--- config.mk ---
export PLATFORM = sky130hd
export DESIGN_NAME = seq_divider
export DESIGN_NICKNAME = d
export VERILOG_FILES = /design/src/rtl/ula_pkg.sv /design/src/rtl/ripple_subtractor.sv /design/src/rtl/seq_divider.sv
export SDC_FILE = /design/constraint.sdc
export NUM_CORES = 1
export LEC_CHECK = 0
export BUFFER_PORTS_ARGS = -buffer_cell sky130_fd_sc_hd__buf_2
export CAP_MARGIN = 30
export CORE_UTILIZATION = 49
export DETAILED_ROUTE_END_ITERATION = 12
export GPL_ROUTABILITY_DRIVEN = 0
export PLACE_DENSITY = 0.71
export SLEW_MARGIN = 20
export SYNTH_ARGS = -nofsm -noshare
export SYNTH_HDL_FRONTEND = slang
export SYNTH_HIERARCHICAL = 1
export SYNTH_SLANG_ARGS = --single-unit
export TNS_END_PERCENT = 30
--- constraint.sdc ---
create_clock -name clk -period 6.85 [get_ports clk]
set_input_delay 0.3425 -clock clk [delete_from_list [all_inputs] [get_ports clk]]
set_output_delay 0.3425 -clock clk [all_outputs]
set_load 0.01 [all_outputs]
--- src/rtl/ula_pkg.sv ---
// Shared ALU datapath definitions: divider FSM encoding, default width and the
// quotient value returned when dividing by zero.
package ula_pkg;

  typedef enum logic [1:0] {
    IDLE = 2'd0,
    RUN  = 2'd1,
    DONE = 2'd2
  } div_state_t;

  localparam int DEFAULT_WIDTH = 8;

  // Every quotient bit takes this value when the divisor is zero.
  localparam logic DIV0_QUOTIENT_BIT = 1'b1;

endpackage

--- src/rtl/ripple_subtractor.sv ---
// Ripple subtractor: a full-adder chain with b inverted and carry-in 1,
// so diff = a - b and borrow is the inverted final carry.
module full_adder (
  input  logic a,
  input  logic b,
  input  logic cin,
  output logic sum,
  output logic cout
);
  assign sum  = a ^ b ^ cin;
  assign cout = (a & b) | (cin & (a ^ b));
endmodule

module ripple_subtractor #(
  parameter int N = 9
) (
  input  logic [N-1:0] a,
  input  logic [N-1:0] b,
  output logic [N-1:0] diff,
  output logic         borrow
);
  logic [N:0] carry;

  assign carry[0] = 1'b1;

  for (genvar gi = 0; gi < N; gi++) begin : g_cell
    full_adder u_fa (
      .a    (a[gi]),
      .b    (~b[gi]),
      .cin  (carry[gi]),
      .sum  (diff[gi]),
      .cout (carry[gi+1])
    );
  end

  assign borrow = ~carry[N];
endmodule

--- src/rtl/seq_divider.sv ---
// Multi-cycle unsigned restoring divider: one quotient bit per clock, results
// and a one-cycle done pulse after WIDTH iterations.
module seq_divider
  import ula_pkg::*;
#(
  parameter int WIDTH = DEFAULT_WIDTH
) (
  input  logic             clk,
  input  logic             rst,
  input  logic             start,
  input  logic [WIDTH-1:0] dividend,
  input  logic [WIDTH-1:0] divisor,
  output logic             busy,
  output logic             done,
  output logic [WIDTH-1:0] quotient,
  output logic [WIDTH-1:0] remainder,
  output logic             div_by_zero
);
  localparam int CNT_W = (WIDTH > 2) ? $clog2(WIDTH) : 1;
  localparam logic [CNT_W-1:0] LAST_CNT = CNT_W'(WIDTH - 1);

  div_state_t       state_reg;
  logic [WIDTH-1:0] r_reg;
  logic [WIDTH-1:0] q_reg;
  logic [WIDTH-1:0] d_reg;
  logic [CNT_W-1:0] cnt_reg;
  logic             zero_reg;

  logic [WIDTH:0]   r_shift;
  logic [WIDTH:0]   diff;
  logic             borrow;
  logic [WIDTH-1:0] r_next;
  logic [WIDTH-1:0] q_next;
  logic             unused_diff_msb;

  assign r_shift = {r_reg, q_reg[WIDTH-1]};

  ripple_subtractor #(.N(WIDTH + 1)) u_sub (
    .a      (r_shift),
    .b      ({1'b0, d_reg}),
    .diff   (diff),
    .borrow (borrow)
  );

  // R < D keeps every restored partial remainder inside WIDTH bits, so the
  // top bit of the difference is zero whenever it is kept.
  assign unused_diff_msb = diff[WIDTH];
  assign r_next = borrow ? r_shift[WIDTH-1:0] : diff[WIDTH-1:0];
  assign q_next = {q_reg[WIDTH-2:0], ~borrow};

  always_ff @(posedge clk) begin
    if (rst) begin
      state_reg   <= IDLE;
      r_reg       <= '0;
      q_reg       <= '0;
      d_reg       <= '0;
      cnt_reg     <= '0;
      zero_reg    <= 1'b0;
      busy        <= 1'b0;
      done        <= 1'b0;
      quotient    <= '0;
      remainder   <= '0;
      div_by_zero <= 1'b0;
    end else begin
      case (state_reg)
        IDLE: begin
          done <= 1'b0;
          if (start) begin
            q_reg     <= dividend;
            d_reg     <= divisor;
            r_reg     <= '0;
            cnt_reg   <= '0;
            zero_reg  <= (divisor == '0);
            busy      <= 1'b1;
            state_reg <= RUN;
          end
        end
        RUN: begin
          if (zero_reg) begin
            // Divide by zero finishes after a single cycle with the dividend untouched.
            quotient    <= {WIDTH{DIV0_QUOTIENT_BIT}};
            remainder   <= q_reg;
            div_by_zero <= 1'b1;
            done        <= 1'b1;
            state_reg   <= DONE;
          end else begin
            r_reg   <= r_next;
            q_reg   <= q_next;
            cnt_reg <= cnt_reg + CNT_W'(1);
            if (cnt_reg == LAST_CNT) begin
              quotient    <= q_next;
              remainder   <= r_next;
              div_by_zero <= 1'b0;
              done        <= 1'b1;
              state_reg   <= DONE;
            end
          end
        end
        DONE: begin
          done      <= 1'b0;
          busy      <= 1'b0;
          state_reg <= IDLE;
        end
        default: begin
          done      <= 1'b0;
          busy      <= 1'b0;
          state_reg <= IDLE;
        end
      endcase
    end
  end
endmodule

==> insert_results.sql, run 1 <==
INSERT INTO impl_metrics (metric_group, metric, value, unit) VALUES
('status', 'status', 'complete, no violations', ''),
('min_path', 'worst_hold_startpoint', 'divisor[2]', ''),
('timing', 'worst_slew_pin_slew', '893.3', 'ps'),
('die', 'core_region', '4414', 'um^2'),
('critical_path', 'critical_path_required', '7040', 'ps'),
('clock_network', 'clk_root_buffer_cell', 'sky130_fd_sc_hd__clkbuf_8', ''),
('synthesis', 'ys_seq_area_share', '42.86', '%'),
('clock_network', 'h-tree-depth', '2', ''),
('critical_path', 'rr_worst_depth', '14', ''),
('clock_network', 'cts.hold.buffers_added', '0', ''),
('critical_path', 'cp_max_fo', '10', ''),
('die', 'io_pins', '38', ''),
('global_route', 'grt_pass1_wl', '8507', 'um'),
('die', 'vertical_die_dimension', '70.34', 'um'),
('clock_network', 'count_of_instances_resized_after_the_clock_tree_is_built', '0', ''),
('synthesis', 'ys_seq_elements', '49', ''),
('timing', 'setup-violations-final', '0', ''),
('clock_network', 'cts.clk_slew.worst_paths', '80', 'ps'),
('clock_network', 'cts_tree', 'done', ''),
('place', 'preCtsSetupSlack', '1802', 'ps'),
('timing', 'peak_clock_frequency_supported_by_timing', '196.0', 'MHz'),
('power_and_ir_drop', 'leakagePower', '1.014', 'nW'),
('synthesis', 'synth_edf_count', '0', ''),
('critical_path', 'reg2reg_from', 'd_reg[0]', ''),
('cells_and_area', 'num-fill-cells', '403', ''),
('clock_network', 'cts_inserted_buffers', '5', ''),
('cells_and_area', 'finalNetCount', '294', ''),
('critical_path', 'timing.critical_path.from_type', 'flip-flop', ''),
('synthesis', 'synth_nets', '268', ''),
('detailed_routing', 'firstDrtPassIters', '4', ''),
('die', 'die_x', '70.34', 'um'),
('clock_network', 'cts_sinks', '49', ''),
('timing', 'fin_worst_skew', '7.238', 'ps'),
('global_route', 'grt_usage', '21.66', '%'),
('global_route', 'grt_pass1_vias', '1746', ''),
('run', 'max-cap-violations', '0', ''),
('timing', 'timing.final.max_slew_violations', '0', ''),
('cells_and_area', 'final_core_utilization', '56.89', '%'),
('timing', 'layout_worst_path_cycle_share', '74.48', '%'),
('critical_path', 'arrival', '5290', 'ps'),
('detailed_routing', 'dr.first_iter.drc_count', '129', ''),
('clock_network', 'clock_latency_late_sink', '300', 'ps'),
('cells_and_area', 'fraction_of_final_layout_cells_with_drive_strength_greater_than_1', '20.00', '%'),
('min_path', 'min_path_cells', '3', ''),
('cells_and_area', 'most_frequent_standard_cell_in_the_layout_excluding_fill_and_tap_cells', 'sky130_fd_sc_hd__dfxtp_1', ''),
('global_route', 'antenna_found_initial', '0', ''),
('power_and_ir_drop', 'power.density', '219.6', 'nW/um^2'),
('place', 'numPortBuffers', '37', ''),
('synthesis', 'synth_cell_types', '39', ''),
('timing', 'slew-limit-headroom', '40.45', '%'),
('cells_and_area', 'area_delta_synth_final', '9.732', '%'),
('cells_and_area', 'layout_common_cells', 'sky130_fd_sc_hd__dfxtp_1 (49), sky130_fd_sc_hd__buf_2 (37), sky130_fd_sc_hd__a21oi_1 (28)', ''),
('die', 'row_count', '24', ''),
('detailed_routing', 'drt-vias-per-instance', '5.732', ''),
('die', 'floorplan.die_area', '4948', 'um^2'),
('timing', 'timing.final.ws_setup', '1748', 'ps'),
('cells_and_area', 'antenna-diode-count', '0', ''),
('timing', 'setup_repair_after_global_routing_missed_its_margin', 'false', ''),
('global_route', 'grt_max_degree', '34', ''),
('clock_network', 'post-cts-setup-buffer-count', '0', ''),
('critical_path', 'critPathKind', 'reg -> reg', ''),
('detailed_routing', 'wl_per_cell', '15.38', 'um'),
('global_route', 'gr-total-overflow', '0', ''),
('synthesis', 'syn_area', '2288', 'um^2'),
('detailed_routing', 'drc', '0', ''),
('detailed_routing', 'wire_length_reported_by_the_detailed_router', '4876', 'um'),
('synthesis', 'yosys_most_used_dff', 'sky130_fd_sc_hd__dfxtp_1', ''),
('timing', 'setup_total_negative_slack', '0', 'ps'),
('place', 'place.detailed.hpwl', '3477', 'um'),
('timing', 'final-hold-violation-count', '0', ''),
('detailed_routing', 'postRouteAntennaNets', '0', ''),
('clock_network', 'cts_buffer_depth', '2', ''),
('power_and_ir_drop', 'worst_ir_drop_vdd', '0.1332', 'mV'),
('synthesis', 'post_synth_inst_count', '238', ''),
('die', 'start_util', '51.84', '%'),
('synthesis', 'synthesis.area_per_instance', '9.615', 'um^2'),
('synthesis', 'ys.warnings.count', '6', ''),
('critical_path', 'critical_path.startpoint', 'd_reg[0]', ''),
('detailed_routing', 'via_count', '1817', ''),
('min_path', 'min-delay-path-class', 'in -> reg', ''),
('timing', 'final_critical_delay_including_setup_and_external_delays', '5102', 'ps'),
('critical_path', 'endpoint_type_of_the_worst_setup_path', 'flip-flop', ''),
('synthesis', 'proportion_of_register_bits_with_asynchronous_set_or_reset_after_synthesis', '0', '%');
## cells by family (layout without fill, tap and decap cells)
group | count (synthesis) | in the layout | share of synthesized area (%)
simple gates | 55 | 55 | 13.40
flops | 49 | 49 | 42.86
mux | 8 | 8 | 3.554
compound gates | 74 | 74 | 22.75
other cells | 2 | 2 | 0.3282
fa+ha+maj | 11 | 11 | 8.966
buf+inv | 39 | 66 | 8.147
## routing by layer
metal  vias to the layer above  wire length (um)  GRT usage, %
met2                        54              2195         33.23
met5                         -                 0             0
met4                         0                61         6.667
li1                        904                 -             -
met1                       851              2417         30.80
met3                         8               201         4.040
## area by class of cell
| type | instances | area (um^2) | share of cell area (%) |
|---|---|---|---|
| Clock buffer | 8 | 80.08 | 3.189 |
| Inverter | 21 | 78.83 | 3.139 |
| Multi-Input combinational cell | 150 | 1121 | 44.64 |
| Sequential cell | 49 | 980.9 | 39.06 |
| Tap cell | 52 | 65.06 | 2.591 |
| Timing Repair Buffer | 37 | 185.2 | 7.374 |
## where the power goes
group	internal, mW	switching, mW
clock network	0.0727	0.0885
registers	0.296	0.0108
logic	0.0326	0.0509
total	0.401	0.150
## metrics by stage
| step | power, mW | std cells | cell area, um^2 | hold WS, ps |
|---|---|---|---|---|
| CTS | 0.5591 | 317 | 2511 | 279.6 |
| finish | 0.5516 | 317 | 2511 | 291.8 |
| detailed placement | 0.3965 | 309 | 2431 | 446.3 |
| global placement | 0.3956 | 309 | 2431 | 444.6 |
| global route | 0.5835 | 317 | 2511 | 292.0 |
| floorplan | 0.3778 | 238 | 2288 | 436.3 |
## path summary, 6_finish.rpt
kind             endpoint  slack (ps)
max          remainder[6]        1750
min              d_reg[2]         290
max reg2reg  remainder[6]        1750
min reg2reg      d_reg[7]         460
## cells in the mapped netlist (all sizes together) (2+ instances only)
cell type  instances  share of area, %
a311oi             3               1.1
nand2             18               3.0
o22ai              5               1.4
a211oi             3              0.98
inv               21               3.4
o21ai              6               1.3
buf               13               3.9
a32o               3               1.3
o221ai             6               2.3
nor3              17               5.0
dfxtp             49                43
mux2i              7               3.1
clkbuf             5              0.82
a31o               8               3.1
or3b               2              0.77
conb               2              0.33
ha                 2               1.1
a21oi             29               6.5
nor2               7               1.3
nor4               2              0.55
a221o              7               3.1
fa                 9               7.9
nand2b             3              0.82
## critical path, cell delays in order (launching register included)
cell                      delay [ps]
sky130_fd_sc_hd__dfxtp_1         340
sky130_fd_sc_hd__inv_1            60
sky130_fd_sc_hd__fa_1            400
sky130_fd_sc_hd__fa_1            390
sky130_fd_sc_hd__fa_1            390
sky130_fd_sc_hd__fa_1            390
sky130_fd_sc_hd__fa_1            390
sky130_fd_sc_hd__fa_1            390
sky130_fd_sc_hd__fa_1            390
sky130_fd_sc_hd__fa_1            390
sky130_fd_sc_hd__fa_1            380
sky130_fd_sc_hd__inv_1           350
sky130_fd_sc_hd__mux2i_1         360
sky130_fd_sc_hd__nor3_2           70
sky130_fd_sc_hd__a221o_1         280
Power figures use the tool's default switching activity.
==> run 2, diff against run 1 <==
Settings changed: PLACE_DENSITY 0.71 to 0.74.
Clock period 6.85 ns to 4.5 ns, I/O delays scaled along.
==> insert_results.sql, run 2 (synthesis gave the netlist of run 1 again) <==
INSERT INTO impl_metrics (metric_group, metric, value, unit) VALUES
('power_and_ir_drop', 'leakagePower', '1.014', 'nW'),
('global_route', 'gr-total-overflow', '0', ''),
('cells_and_area', 'most_frequent_standard_cell_in_the_layout_excluding_fill_and_tap_cells', 'sky130_fd_sc_hd__dfxtp_1', ''),
('die', 'core_region', '4414', 'um^2'),
('cells_and_area', 'finalNetCount', '299', ''),
('detailed_routing', 'drc', '0', ''),
('cells_and_area', 'layout_common_cells', 'sky130_fd_sc_hd__dfxtp_1 (47), sky130_fd_sc_hd__buf_2 (37), sky130_fd_sc_hd__a21oi_1 (28)', ''),
('global_route', 'grt_pass1_vias', '1757', ''),
('power_and_ir_drop', 'worst_ir_drop_vdd', '0.2278', 'mV'),
('clock_network', 'clk_root_buffer_cell', 'sky130_fd_sc_hd__clkbuf_8', ''),
('detailed_routing', 'dr.first_iter.drc_count', '78', ''),
('die', 'start_util', '51.84', '%'),
('die', 'die_x', '70.34', 'um'),
('timing', 'setup_repair_after_global_routing_missed_its_margin', 'true', ''),
('cells_and_area', 'final_core_utilization', '60.23', '%'),
('timing', 'fin_worst_skew', '8.709', 'ps'),
('timing', 'layout_worst_path_cycle_share', '99.28', '%'),
('critical_path', 'cp_max_fo', '8', ''),
('place', 'place.detailed.hpwl', '3525', 'um'),
('detailed_routing', 'via_count', '1813', ''),
('detailed_routing', 'postRouteAntennaNets', '0', ''),
('detailed_routing', 'firstDrtPassIters', '4', ''),
('die', 'floorplan.die_area', '4948', 'um^2'),
('global_route', 'grt_max_degree', '34', ''),
('critical_path', 'worst_path_largest_cell_delay', '350', 'ps'),
('run', 'max-cap-violations', '0', ''),
('die', 'io_pins', '38', ''),
('timing', 'slew-limit-headroom', '41.09', '%'),
('critical_path', 'crit_path_frequent_cell', 'sky130_fd_sc_hd__fa_2', ''),
('clock_network', 'cts_inserted_buffers', '5', ''),
('global_route', 'antenna_found_initial', '0', ''),
('detailed_routing', 'wl_per_cell', '15.67', 'um'),
('power_and_ir_drop', 'power.density', '339.6', 'nW/um^2'),
('clock_network', 'cts_tree', 'done', ''),
('critical_path', 'critPathKind', 'reg -> reg', ''),
('die', 'vertical_die_dimension', '70.34', 'um'),
('detailed_routing', 'wire_length_reported_by_the_detailed_router', '5047', 'um'),
('clock_network', 'clock_latency_late_sink', '310', 'ps'),
('critical_path', 'worst_path_max_delay_cell', 'sky130_fd_sc_hd__fa_2', ''),
('cells_and_area', 'fraction_of_final_layout_cells_with_drive_strength_greater_than_1', '29.63', '%'),
('global_route', 'grt_usage', '21.67', '%'),
('critical_path', 'endpoint_type_of_the_worst_setup_path', 'flip-flop', ''),
('critical_path', 'timing.critical_path.from_type', 'flip-flop', ''),
('detailed_routing', 'drt-vias-per-instance', '5.630', ''),
('timing', 'setup-violations-final', '0', ''),
('status', 'status', 'complete, no violations', ''),
('timing', 'final_critical_delay_including_setup_and_external_delays', '4468', 'ps'),
('critical_path', 'arrival', '4670', 'ps'),
('clock_network', 'cts_sinks', '49', ''),
('timing', 'final-hold-violation-count', '0', ''),
('timing', 'timing.final.max_slew_violations', '0', ''),
('power_and_ir_drop', 'totalPowerFinal', '0.9030', 'mW'),
('place', 'numPortBuffers', '37', ''),
('cells_and_area', 'antenna-diode-count', '0', ''),
('clock_network', 'h-tree-depth', '2', ''),
('clock_network', 'cts.clk_slew.worst_paths', '90', 'ps'),
('critical_path', 'critical_path.cell_chain', 'inv_2, fa_2, fa_2, fa_2, fa_2, fa_2, fa_2, fa_2, fa_2, fa_2, inv_2, buf_12, mux2i_4, nor3_2, a221o_1', ''),
('global_route', 'grt_pass1_wl', '8335', 'um'),
('critical_path', 'critical_path_required', '4700', 'ps'),
('die', 'row_count', '24', ''),
('cells_and_area', 'area_delta_synth_final', '16.18', '%'),
('timing', 'peak_clock_frequency_supported_by_timing', '223.8', 'MHz'),
('timing', 'worst_slew_pin_slew', '883.7', 'ps'),
('min_path', 'min-delay-path-class', 'in -> reg', ''),
('clock_network', 'cts_buffer_depth', '2', '');
==> run 2: cell types whose count changed in the layout (fill, tap and decap cells not counted), sizes merged <==
cell,previous run,this run
buf,37,42
clkinv,0,2
clkbuf,8,6
==> run 2: worst paths after layout <==
| path | to | slack, ps | startpoint | depth (start not counted) |
|---|---|---|---|---|
| max reg2reg | remainder[3] | 30 | d_reg[0] | 15 |
| min reg2reg | d_reg[4] | 460 | d_reg[4] | 2 |
| min | d_reg[4] | 160 | divisor[4] | 3 |
| max | remainder[3] | 30 | d_reg[0] | 15 |
==> run 2: worst max-delay path: cells and delay by family, from the launching register on <==
family | cells | cell delay, ps
buffers and inverters | 3 | 290
DFF | 1 | 340
adders and majority gates | 9 | 3120
and+or+nand+nor | 1 | 60
AOI/OAI and AO/OA | 1 | 290
muxes | 1 | 260
==> run 2: layout make-up <==
type                            instances  area (um^2)
Sequential cell                        49        983.4
Multi-Input combinational cell        150         1214
Timing Repair Buffer                   42        235.2
Fill cell                             374         1755
Tap cell                               52        65.06
Inverter                               21        78.83
Clock buffer                            6        72.57
Clock inverter                          2        10.01
==> run 2: per-layer routing <==
| metal | wire, um | up-vias | global-route usage, % |
|---|---|---|---|
| li1 | - | 914 | - |
| met4 | 114 | 0 | 10.44 |
| met3 | 288 | 12 | 5.195 |
| met2 | 2258 | 59 | 32.91 |
| met5 | 0 | - | 0 |
| met1 | 2387 | 828 | 28.79 |
==> run 2: through the flow <==
stage	worst slack [ps]	instance area [um^2]	setup TNS, ps	std cells	hold slack, ps
2_1_floorplan	19.35	2307	0	238	361.0
3_3_place_gp	-156.8	2486	-1153	313	446.3
3_5_place_dp	-201.0	2486	-1914	313	453.0
4_1_cts	50.46	2638	0	321	161.7
5_1_grt	-57.88	2659	-342.3	322	179.3
6_report	32.27	2659	0	322	161.9
==> run 2: repair_timing <==
action	CTS	global route
endpoints found under the setup margin	15	12
setup buffers	0	1
gates resized for setup	16	4
hold buffers	0	0
==> run 2: power by group <==
part	switching [mW]	internal [mW]
Combinational	0.0947	0.0832
Sequential	0.0175	0.451
Clock	0.148	0.108
